<file path="src/rtl/j17_pkg.sv">
// Shared types and constants for the J17 control unit: state encoding,
// instruction field positions, opcode constants and control-code values.
package j17_pkg;

   localparam int OPC_LSB = 26;
   localparam int OP1_LSB = 21;
   localparam int OP2_LSB = 16;
   localparam int IMM_W   = 16;

   typedef enum logic [2:0] {
      ST_IDLE,
      ST_FETCH,
      ST_DECODE,
      ST_EXEC,
      ST_MEM,
      ST_WB,
      ST_HALT
   } state_e;

   typedef enum logic [2:0] {
      CLS_ALU,
      CLS_LI,
      CLS_BRANCH,
      CLS_LOAD,
      CLS_STORE,
      CLS_HALT
   } iclass_e;

   localparam logic [5:0] OPC_LOAD  = 6'h30;
   localparam logic [5:0] OPC_STORE = 6'h31;
   localparam logic [5:0] OPC_LI    = 6'h32;
   localparam logic [5:0] OPC_HALT  = 6'h3F;

   localparam logic [3:0] ALU_LAST  = 4'd11;

   localparam logic [2:0] PC_NEXT   = 3'd0;
   localparam logic [2:0] PC_JUMP   = 3'd7;

   localparam logic [1:0] WC_ALU    = 2'd0;
   localparam logic [1:0] WC_IMM    = 2'd1;
   localparam logic [1:0] WC_RAM    = 2'd2;

   localparam logic [1:0] RAM_IDLE  = 2'b00;
   localparam logic [1:0] RAM_READ  = 2'b01;
   localparam logic [1:0] RAM_WRITE = 2'b10;

   // Decoded view of one opcode; illegal opcodes carry legal=0 and zeroed fields.
   typedef struct packed {
      logic [4:0] alucode;
      logic       imm;
      logic [2:0] pc_ctl;
      logic [1:0] wcode;
      iclass_e    cls;
      logic       legal;
   } dec_t;

endpackage

</file>
<file path="src/rtl/j17_if.sv">
// Instruction-fetch, RAM handshake and datapath control bundle of the J17 core.
// master = control unit, slave = instruction memory / RAM / datapath side.
interface j17_if #(parameter int IW = 32);

   logic          imem_req;
   logic          imem_ack;
   logic [IW-1:0] imem_data;
   logic [5:0]    opcode;
   logic [4:0]    op1;
   logic [4:0]    op2;
   logic [4:0]    alucode;
   logic          imControl;
   logic          regenable;
   logic [1:0]    ramenable;
   logic          mem_ready;
   logic [1:0]    writecode;
   logic [2:0]    pcControl;
   logic          pc_en;

   modport master (
      output imem_req,
      input  imem_ack,
      input  imem_data,
      output opcode,
      output op1,
      output op2,
      output alucode,
      output imControl,
      output regenable,
      output ramenable,
      input  mem_ready,
      output writecode,
      output pcControl,
      output pc_en
   );

   modport slave (
      input  imem_req,
      output imem_ack,
      output imem_data,
      input  opcode,
      input  op1,
      input  op2,
      input  alucode,
      input  imControl,
      input  regenable,
      input  ramenable,
      output mem_ready,
      input  writecode,
      input  pcControl,
      input  pc_en
   );

endinterface

</file>
<file path="src/rtl/j17_decoder.sv">
// Combinational opcode decoder: maps the 6-bit opcode to ALU code, immediate
// select, branch condition, write-back source, instruction class and legality.
module j17_decoder
   import j17_pkg::*;
(
   input  logic [5:0] opc,
   output dec_t       dec
);

   // Opcode groups: 00/01 ALU (reg/imm), 10 branch, 11 memory/LI/HALT.
   always_comb begin
      dec       = '0;
      dec.cls   = CLS_ALU;
      dec.legal = 1'b0;
      case (opc[5:4])
         2'b00, 2'b01: begin
            dec.cls     = CLS_ALU;
            dec.alucode = {1'b0, opc[3:0]};
            dec.imm     = opc[4];
            dec.wcode   = WC_ALU;
            dec.legal   = (opc[3:0] <= ALU_LAST);
         end
         2'b10: begin
            dec.cls    = CLS_BRANCH;
            dec.pc_ctl = opc[2:0];
            dec.legal  = (opc[2:0] != PC_NEXT);
         end
         default: begin
            case (opc)
               OPC_LOAD: begin
                  dec.cls   = CLS_LOAD;
                  dec.wcode = WC_RAM;
                  dec.legal = 1'b1;
               end
               OPC_STORE: begin
                  dec.cls   = CLS_STORE;
                  dec.legal = 1'b1;
               end
               OPC_LI: begin
                  dec.cls   = CLS_LI;
                  dec.wcode = WC_IMM;
                  dec.legal = 1'b1;
               end
               OPC_HALT: begin
                  dec.cls   = CLS_HALT;
                  dec.legal = 1'b1;
               end
               default: begin
                  dec.cls   = CLS_HALT;
                  dec.legal = 1'b0;
               end
            endcase
         end
      endcase
      // Illegal opcodes never drive datapath controls.
      if (!dec.legal) begin
         dec.alucode = '0;
         dec.imm     = 1'b0;
         dec.pc_ctl  = PC_NEXT;
         dec.wcode   = WC_ALU;
         dec.cls     = CLS_HALT;
      end
   end

endmodule

</file>
<file path="src/rtl/j17_control_unit.sv">
// J17 multi-cycle control unit: fetch handshake, decode, one commit cycle per
// instruction, RAM stall handling, illegal-opcode trap and retired counter.
//
//  state   | meaning
//  --------+-----------------------------------------------------------
//  IDLE    | paused at instruction boundary, waiting for run
//  FETCH   | imem_req high until imem_ack; instruction latched on ack
//  DECODE  | one cycle; illegal/HALT opcodes divert to HALT
//  EXEC    | commit for ALU/LI/branch; LOAD/STORE go on to MEM
//  MEM     | ramenable held until mem_ready; STORE commits here
//  WB      | LOAD write-back commit
//  HALT    | all strobes low; left only through reset
module j17_control_unit
   import j17_pkg::*;
#(
   parameter int IW    = 32,
   parameter int CNT_W = 32
)(
   input  logic             clock,
   input  logic             resetn,
   input  logic             run,
   j17_if.master            bus,
   output logic             halted,
   output logic             illegal,
   output logic [CNT_W-1:0] instret
);

   state_e           state_q;
   state_e           state_d;
   logic [5:0]       opc_q;
   logic [4:0]       op1_q;
   logic [4:0]       op2_q;
   dec_t             dec_q;
   dec_t             dec_in;
   logic             illegal_q;
   logic [CNT_W-1:0] instret_q;
   logic             commit;
   logic             set_illegal;
   logic             fetch_done;

   // The immediate field is consumed by the datapath directly, not by control.
   logic             unused_imm;
   assign unused_imm = ^bus.imem_data[IW-OPC_LSB+IMM_W-7:0];

   j17_decoder u_decoder (
      .opc (bus.imem_data[OPC_LSB +: 6]),
      .dec (dec_in)
   );

   assign fetch_done = (state_q == ST_FETCH) && bus.imem_ack;

   // State register.
   always_ff @(posedge clock or negedge resetn) begin
      if (!resetn) begin
         state_q <= ST_IDLE;
      end else begin
         state_q <= state_d;
      end
   end

   // Next state and handshake/commit strobes.
   always_comb begin
      state_d       = state_q;
      commit        = 1'b0;
      set_illegal   = 1'b0;
      bus.imem_req  = 1'b0;
      bus.regenable = 1'b0;
      bus.pc_en     = 1'b0;
      bus.ramenable = RAM_IDLE;
      case (state_q)
         ST_IDLE: begin
            if (run) state_d = ST_FETCH;
         end
         ST_FETCH: begin
            bus.imem_req = 1'b1;
            if (bus.imem_ack) state_d = ST_DECODE;
         end
         ST_DECODE: begin
            if (!dec_q.legal) begin
               state_d     = ST_HALT;
               set_illegal = 1'b1;
            end else if (dec_q.cls == CLS_HALT) begin
               state_d = ST_HALT;
            end else begin
               state_d = ST_EXEC;
            end
         end
         ST_EXEC: begin
            case (dec_q.cls)
               CLS_LOAD, CLS_STORE: state_d = ST_MEM;
               CLS_ALU, CLS_LI: begin
                  bus.regenable = 1'b1;
                  commit        = 1'b1;
               end
               CLS_BRANCH: commit  = 1'b1;
               default:    state_d = ST_HALT;
            endcase
         end
         ST_MEM: begin
            bus.ramenable = (dec_q.cls == CLS_LOAD) ? RAM_READ : RAM_WRITE;
            if (bus.mem_ready) begin
               if (dec_q.cls == CLS_LOAD) state_d = ST_WB;
               else                       commit  = 1'b1;
            end
         end
         ST_WB: begin
            bus.regenable = 1'b1;
            commit        = 1'b1;
         end
         ST_HALT: begin
            state_d = ST_HALT;
         end
         default: state_d = ST_IDLE;
      endcase
      if (commit) begin
         bus.pc_en = 1'b1;
         state_d   = run ? ST_FETCH : ST_IDLE;
      end
   end

   // Instruction register: fields and decode result captured on fetch ack so
   // they are stable from DECODE through the commit cycle.
   always_ff @(posedge clock or negedge resetn) begin
      if (!resetn) begin
         opc_q <= '0;
         op1_q <= '0;
         op2_q <= '0;
         dec_q <= '0;
      end else if (fetch_done) begin
         opc_q <= bus.imem_data[OPC_LSB +: 6];
         op1_q <= bus.imem_data[OP1_LSB +: 5];
         op2_q <= bus.imem_data[OP2_LSB +: 5];
         dec_q <= dec_in;
      end
   end

   // Sticky illegal flag and retired-instruction counter.
   always_ff @(posedge clock or negedge resetn) begin
      if (!resetn) begin
         illegal_q <= 1'b0;
         instret_q <= '0;
      end else begin
         if (set_illegal) illegal_q <= 1'b1;
         if (commit)      instret_q <= instret_q + CNT_W'(1);
      end
   end

   assign bus.opcode    = opc_q;
   assign bus.op1       = op1_q;
   assign bus.op2       = op2_q;
   assign bus.alucode   = dec_q.alucode;
   assign bus.imControl = dec_q.imm;
   assign bus.writecode = dec_q.wcode;
   assign bus.pcControl = dec_q.pc_ctl;
   assign halted        = (state_q == ST_HALT);
   assign illegal       = illegal_q;
   assign instret       = instret_q;

endmodule

</file>
<file path="src/flat_wrapper.sv">
// flat-port wrapper written by rule: the top's interface ports become plain ports
module j17_control_unit_flat import j17_pkg::*;
#(
   parameter int IW    = 32,
   parameter int CNT_W = 32
)
  (clock, resetn, run, halted, illegal, instret, bus_imem_req, bus_imem_ack, bus_imem_data, bus_opcode, bus_op1, bus_op2, bus_alucode, bus_imControl, bus_regenable, bus_ramenable, bus_mem_ready, bus_writecode, bus_pcControl, bus_pc_en);
  j17_if #(.IW(IW)) bus_i ();
  input  logic clock;
  input  logic resetn;
  input  logic run;
  output logic halted;
  output logic illegal;
  output logic [CNT_W-1:0] instret;
  output wire logic [$bits(bus_i.imem_req)-1:0] bus_imem_req;
  input wire logic [$bits(bus_i.imem_ack)-1:0] bus_imem_ack;
  input wire logic [$bits(bus_i.imem_data)-1:0] bus_imem_data;
  output wire logic [$bits(bus_i.opcode)-1:0] bus_opcode;
  output wire logic [$bits(bus_i.op1)-1:0] bus_op1;
  output wire logic [$bits(bus_i.op2)-1:0] bus_op2;
  output wire logic [$bits(bus_i.alucode)-1:0] bus_alucode;
  output wire logic [$bits(bus_i.imControl)-1:0] bus_imControl;
  output wire logic [$bits(bus_i.regenable)-1:0] bus_regenable;
  output wire logic [$bits(bus_i.ramenable)-1:0] bus_ramenable;
  input wire logic [$bits(bus_i.mem_ready)-1:0] bus_mem_ready;
  output wire logic [$bits(bus_i.writecode)-1:0] bus_writecode;
  output wire logic [$bits(bus_i.pcControl)-1:0] bus_pcControl;
  output wire logic [$bits(bus_i.pc_en)-1:0] bus_pc_en;
  assign bus_imem_req = bus_i.imem_req;
  assign bus_i.imem_ack = bus_imem_ack;
  assign bus_i.imem_data = bus_imem_data;
  assign bus_opcode = bus_i.opcode;
  assign bus_op1 = bus_i.op1;
  assign bus_op2 = bus_i.op2;
  assign bus_alucode = bus_i.alucode;
  assign bus_imControl = bus_i.imControl;
  assign bus_regenable = bus_i.regenable;
  assign bus_ramenable = bus_i.ramenable;
  assign bus_i.mem_ready = bus_mem_ready;
  assign bus_writecode = bus_i.writecode;
  assign bus_pcControl = bus_i.pcControl;
  assign bus_pc_en = bus_i.pc_en;
  j17_control_unit #(.IW(IW), .CNT_W(CNT_W)) u_core (.clock(clock), .resetn(resetn), .run(run), .bus(bus_i), .halted(halted), .illegal(illegal), .instret(instret));
endmodule
</file>
<file path="config.mk">
export PLATFORM = sky130hd
export DESIGN_NAME = j17_control_unit_flat
export DESIGN_NICKNAME = d
export VERILOG_FILES = /design/src/rtl/j17_pkg.sv /design/src/rtl/j17_if.sv /design/src/rtl/j17_decoder.sv /design/src/rtl/j17_control_unit.sv /design/src/flat_wrapper.sv
export SDC_FILE = /design/constraint.sdc
export NUM_CORES = 1
export LEC_CHECK = 0
export CAP_MARGIN = 15
export CORE_AREA = 2 2 84 86
export CTS_CLUSTER_DIAMETER = 120
export CTS_CLUSTER_SIZE = 8
export DETAILED_ROUTE_END_ITERATION = 12
export DIE_AREA = 0 0 86 88
export GPL_TIMING_DRIVEN = 0
export PLACE_DENSITY = 0.83
export SYNTH_ARGS = -nofsm -noshare
export SYNTH_HDL_FRONTEND = slang
export SYNTH_SLANG_ARGS = --single-unit
</file>
<file path="constraint.sdc">
create_clock -name clock -period 4.4 [get_ports clock]
set_input_delay 0.44 -clock clock [delete_from_list [all_inputs] [get_ports clock]]
set_output_delay 0.44 -clock clock [all_outputs]
set_load 0.005 [all_outputs]
</file>
== Yosys cells after proc, flatten, opt, wreduce, memory -nomap -nowiden ==
Index checks and enable logic that the tools add are counted.
Word-level totals
  flip-flop bits (word level): 67
  input port bits: 37
  output and inout port bits: 66
  logic and storage cells: 77
Operators by class
  $add $sub $neg: 1
  $lt $le $gt $ge: 1
  eq/ne operators: 23
  muxes and demuxes: 29
  reductions and logical operators: 11
Operators with widths (count)
  32-bit by 1-bit adder with 32-bit output, second input constant: 1
  6-bit == test, second input constant: 4
  3-bit two-way mux: 8
  3-bit one-hot mux with 7 select lines: 1
  4-bit one-hot mux with 4 select lines: 1
  3-bit == test, second input constant: 5
  14-bit two-way mux: 1
  3-bit by 2-bit == test with 1-bit output, second input constant: 4
  3-bit by 2-bit != test with 1-bit output, second input constant: 4
  1-bit two-way mux: 9
  4-bit one-hot mux with 2 select lines: 1
  3-bit by 1-bit == test with 1-bit output, second input constant: 2
  3-bit logical NOT: 2
  2-bit two-way mux: 3
  3-bit one-hot mux with 2 select lines: 1
  6-bit AND reduction: 1
  2-bit OR reduction: 3
  3-bit OR reduction: 2
  5-bit two-way mux: 1
  4-bit less-or-equal comparator, second input constant: 1
  2-bit one-hot mux with 2 select lines: 1
  3-bit by 1-bit != test with 1-bit output, second input constant: 1
  1-bit one-hot mux with 3 select lines: 1
  3-bit nonzero test: 1
  6 further kinds: 6

== Longest topological paths before layout ==
  depth after elaboration: 6
  mapped depth: 7
  mapped depth without buffers: 5

== By module ==
Synthesis repeated with hierarchy kept, for this count alone.
Unflattened totals
  cell total of the unflattened synthesis: 288
  area total of the unflattened synthesis: 3325.7 sq um
Modules (own cells, without submodules)
  j17_control_unit: instances 1, cells each 246, area each 3057.9 sq um, sequential area each 1676.6 sq um
  j17_decoder: instances 1, cells each 42, area each 267.8 sq um, sequential area each 0.0 sq um

== Least setup slack after synthesis ==
OpenSTA, ideal clock, no wires.
  path kind: reg2reg
  start point: reg u_core.state_q[1]
  end point: reg u_core.instret_q[31], in the netlist u_core.instret[31]
  arrival: 1.585 ns
  required time: 4.277 ns
  setup slack: 2.692 ns
  cell stages (with the launch flop): 7
  path buffers: 1
  period minus slack after synthesis: 1.708 ns
  cell sequence: dfrtp_1 -> and2b_4 -> a31oi_4 -> nor4_4 -> buf_6 -> nand3_2 -> xnor2_1
On the way
  word-level cells in the longest chain between the ends: 2
  elaborated cells on any way between the ends: 4
Ends and longest elaborated chain
  start: declaration: line j17_control_unit.sv:28  | state_e state_q;
  start signal: assignment: line j17_control_unit.sv:57  | state_q <= state_d;
  3-bit == test / 3-bit by 2-bit == test with 1-bit output (equally long branches): line j17_control_unit.sv:70  | case (state_q)
  1-bit one-hot mux with 3 select lines (*): line j17_control_unit.sv:70
  end signal: assignment: line j17_control_unit.sv:144  | if (commit) instret_q <= instret_q + CNT_W'(1);
  end: declaration: line j17_control_unit.sv:36  | logic [CNT_W-1:0] instret_q;
Mark *: on every way between the ends. The rest lies on a longest branch, timed or not.
A chain may end at the register's enable or synchronous reset.

== Final worst setup path ==
  start point: reg u_core.state_q[1]
  end point: out bus_pc_en
On the way
  word-level cells in the longest chain between the ends: 3
  elaborated cells on any way between the ends: 5
Ends and longest elaborated chain
  3-bit == test / 3-bit by 2-bit == test with 1-bit output (equally long branches): line j17_control_unit.sv:70
  1-bit one-hot mux with 3 select lines (*): line j17_control_unit.sv:70
  1-bit two-way mux (*): line j17_control_unit.sv:115  | if (commit) begin
  end: declaration: line flat_wrapper.sv:28  | output wire logic [$bits(bus_i.pc_en)-1:0] bus_pc_en;
Marked as above.

==> impl_metrics.py <==
metrics = {
    "routing": {
        "dr.pass1.iters": 4,
        "drtIter0Drc": 58,
        "ant_nets": 0,
        "remaining_drc_errors": 0,
        "vias": 2678,
        "vias_per_cell": 5.36,
        "post_drt_wl_per_cell_um": 14.2,
        "routed_wl_um": 7110,
    },
    "worst_setup_path": {
        "critPathKind": "flip-flop to output pin",
        "r2r_start": "u_core.state_q[1]$_DFFE_PN0P_",
        "r2r_end": "u_core.instret[31]$_DFFE_PN0N_",
        "crit_fanout": 7,
        "max_stage_delay_ps": 580,
        "slowest_stage": "clkdlybuf4s50_1",
        "r2r_cells": 6,
        "crit_chain": "and2b_4 > a31oi_4 > nor2_1 > clkdlybuf4s50_1",
        "critPathLaunchType": "flip-flop",
        "worst_setup_path_end_kind": "output pin",
        "rrSetupSlack_ps": 2450,
        "required_ps": 3960,
        "arrival_ps": 2170,
    },
    "die": {
        "rows": 30,
        "die_w_um": 86,
        "core_um2": 6640,
        "dieArea_um2": 7570,
        "ios": 103,
        "start_util_pct": 48.2,
        "die_h_um": 88,
    },
    "finish": {
        "syn_to_final_growth_pct": 33.8,
        "final_nets": 453,
        "n_antenna_cell": 0,
        "layout-drive-gt1-share_pct": 10.5,
        "layout_commonest_cell": "clkdlybuf4s50_1",
        "fin_cells": 500,
        "stdcell_area_um2": 4280,
        "final_cell_mix": "79 x clkdlybuf4s50_1, 78 x nand2_1, 66 x dfrtp_1, 26 x xnor2_1, 20 x nand3_1",
    },
    "status": {
        "status": "finished, final reports clean",
    },
    "synthesis": {
        "ys_seq_area_share_pct": 51.6,
        "syn_area_um2": 3200,
        "syn_area_per_cell_um2": 9.88,
        "syn_inst": 324,
        "yosysTopAreaCell": "dfrtp_1",
        "yosysWarnings": 0,
        "synth.distinct_cells": 48,
        "syn-num-nets": 362,
        "synth_area_leaders": "dfrtp_1 52%, nand2_1 9.1%, xnor2_1 7.1%",
        "ys_seq_elements": 66,
        "synth_top_cell_area_share_pct": 51.6,
    },
    "clocking": {
        "numCtsBuffers": 9,
        "post_cts_buffers": 0,
        "cts_tree": "built",
        "clkSlewWorstSetupHoldPaths_ps": 70,
        "clockBufferDepth": 2,
        "post_cts_resized": 0,
        "hold_buffers": 0,
        "clock_latency_ps": 330,
        "htreeDepth": 3,
        "clkSinkCount": 66,
        "cts-root-buf": "clkbuf_8",
    },
    "sta": {
        "rsz0062_at_grt": "false",
        "finalMaxSlewViolations": 0,
        "skew_ps": 7.80,
        "worst_pin_slew_ps": 797,
        "fmax_mhz": 384,
        "fin_crit_sh_pct": 59.2,
        "hold_violations": 0,
        "fin_ws_ps": 1790,
        "finalWorstPathRequiredPeriod_ps": 2610,
        "setup-violations-final": 0,
        "final.setup.tns_ps": 0,
        "max-slew-margin-rel_pct": 46.9,
    },
    "place": {
        "dp.cells": 484,
        "portBuffers": 80,
        "postPlaceCellArea_um2": 4100,
        "place_ws_ps": 1860,
        "globalplace.congestion": 0.832,
        "hpwl_um": 5120,
    },
    "worst_hold_path": {
        "min_path_type": "input pin to asynchronous set/reset pin",
    },
    "grt": {
        "grt_pass1_wl_um": 11700,
        "grt_max_degree": 67,
        "grt_use_total_pct": 19.4,
        "grt_pass1_vias": 2597,
        "antenna_found_initial": 0,
        "grt.overflow.total": 0,
    },
    "power_and_ir_drop": {
        "leakagePower_nw": 1.98,
        "peakVddDrop_mv": 0.160,
        "p_per_area_nw_per_um2": 262,
    },
    "flow_run": {
        "cap_violations": 0,
    },
}
-- cells in the mapped netlist (all sizes together) --
cell type / number
or3: 1
a211o: 1
nor2: 11
and4: 4
a221oi: 1
o31ai: 1
xor2: 5
nor2b: 1
dfrtp: 66
nand2: 78
xnor2: 26
nor3: 7
conb: 1
nand3: 25
or2b: 1
nand3b: 3
ha: 1
mux2: 1
o21a: 2
a21o: 1
and3b: 1
o21ai: 14
nor4b: 1
nor4: 3
o32ai: 1
inv: 6
and2: 2
a21oi: 4
buf: 12
and3: 9
nand4: 9
o41ai: 1
o31a: 1
and2b: 1
o211ai: 3
nor3b: 1
a31oi: 3
clkbuf: 15
-- cells by family after synthesis --
kind of cell,count (synthesis),share of synthesized area (%)
compound gates,33,7.35
xor+xnor,31,8.48
fa+ha+maj,1,0.391
buf+inv,33,5.67
flops,66,51.6
mux,1,0.352
other cells,1,0.117
simple gates,158,26.1
-- state kept, by name, indices dropped and copies added, names as in the netlist --
signal	cells
u_core.illegal	1
u_core.bus.opcode	6
u_core.state_q	3
u_core.bus.writecode	2
u_core.dec_q	4
u_core.instret	32
u_core.bus.pcControl	3
u_core.bus.op1	5
u_core.bus.imControl	1
u_core.bus.alucode	4
u_core.bus.op2	5
-- worst max-delay path by stage --
stage | startpoint | to | slack [ps] | depth (start not counted)
after global placement | resetn | u_core.bus.op2[3]$_DFFE_PN0P_ | 750 | 1
after CTS | u_core.state_q[1]$_DFFE_PN0P_ | bus_pc_en | 1760 | 4
final | u_core.state_q[1]$_DFFE_PN0P_ | bus_pc_en | 1790 | 4
after detailed placement | bus_mem_ready | bus_pc_en | 1860 | 4
after global routing | u_core.state_q[1]$_DFFE_PN0P_ | bus_pc_en | 1690 | 4
after floorplan | u_core.state_q[1]$_DFFE_PN0P_ | u_core.instret[31]$_DFFE_PN0N_ | 2690 | 6
-- layout make-up --
class	instances	area [µm²]
Multi-Input combinational cell	225	1370
Timing Repair Buffer	80	798
Tap cell	80	100
Inverter	6	22.5
Clock inverter	2	10.0
Sequential cell	66	1650
Fill cell	564	2360
Clock buffer	14	173
Buffer	27	159
-- critical path: cells and delay by family (launching register included) --
kind / cells / cell delay [ps]
buffers and inverters: 1 / 580
AOI/OAI and AO/OA: 1 / 140
and+or+nand+nor: 2 / 660
DFF: 1 / 450
-- power by group --
part,internal [mW],switching (mW),total (mW)
combinational,0.0172,0.0268,0.0440
clock,0.250,0.221,0.471
sequential,0.607,0,0.607
-- per-layer routing --
layer / up-vias / routed length (µm) / GRT usage, %
met5: - / 0 / 0
met4: 0 / 74 / 7.07
met3: 12 / 429 / 5.18
met2: 97 / 3580 / 33.8
met1: 1299 / 3030 / 23.2
li1: 1270 / - / -
-- through the flow --
step                      hold slack (ps)  power, mW  utilization [%]
after detailed placement              458      0.663             61.7
final                                 203       1.12             64.5
after floorplan                       144      0.633                -
after global placement                450      0.663             61.8
after CTS                             230       1.13             64.5
after global routing                  261       1.16             64.5
No activity file was read; power rests on OpenSTA's default activity.
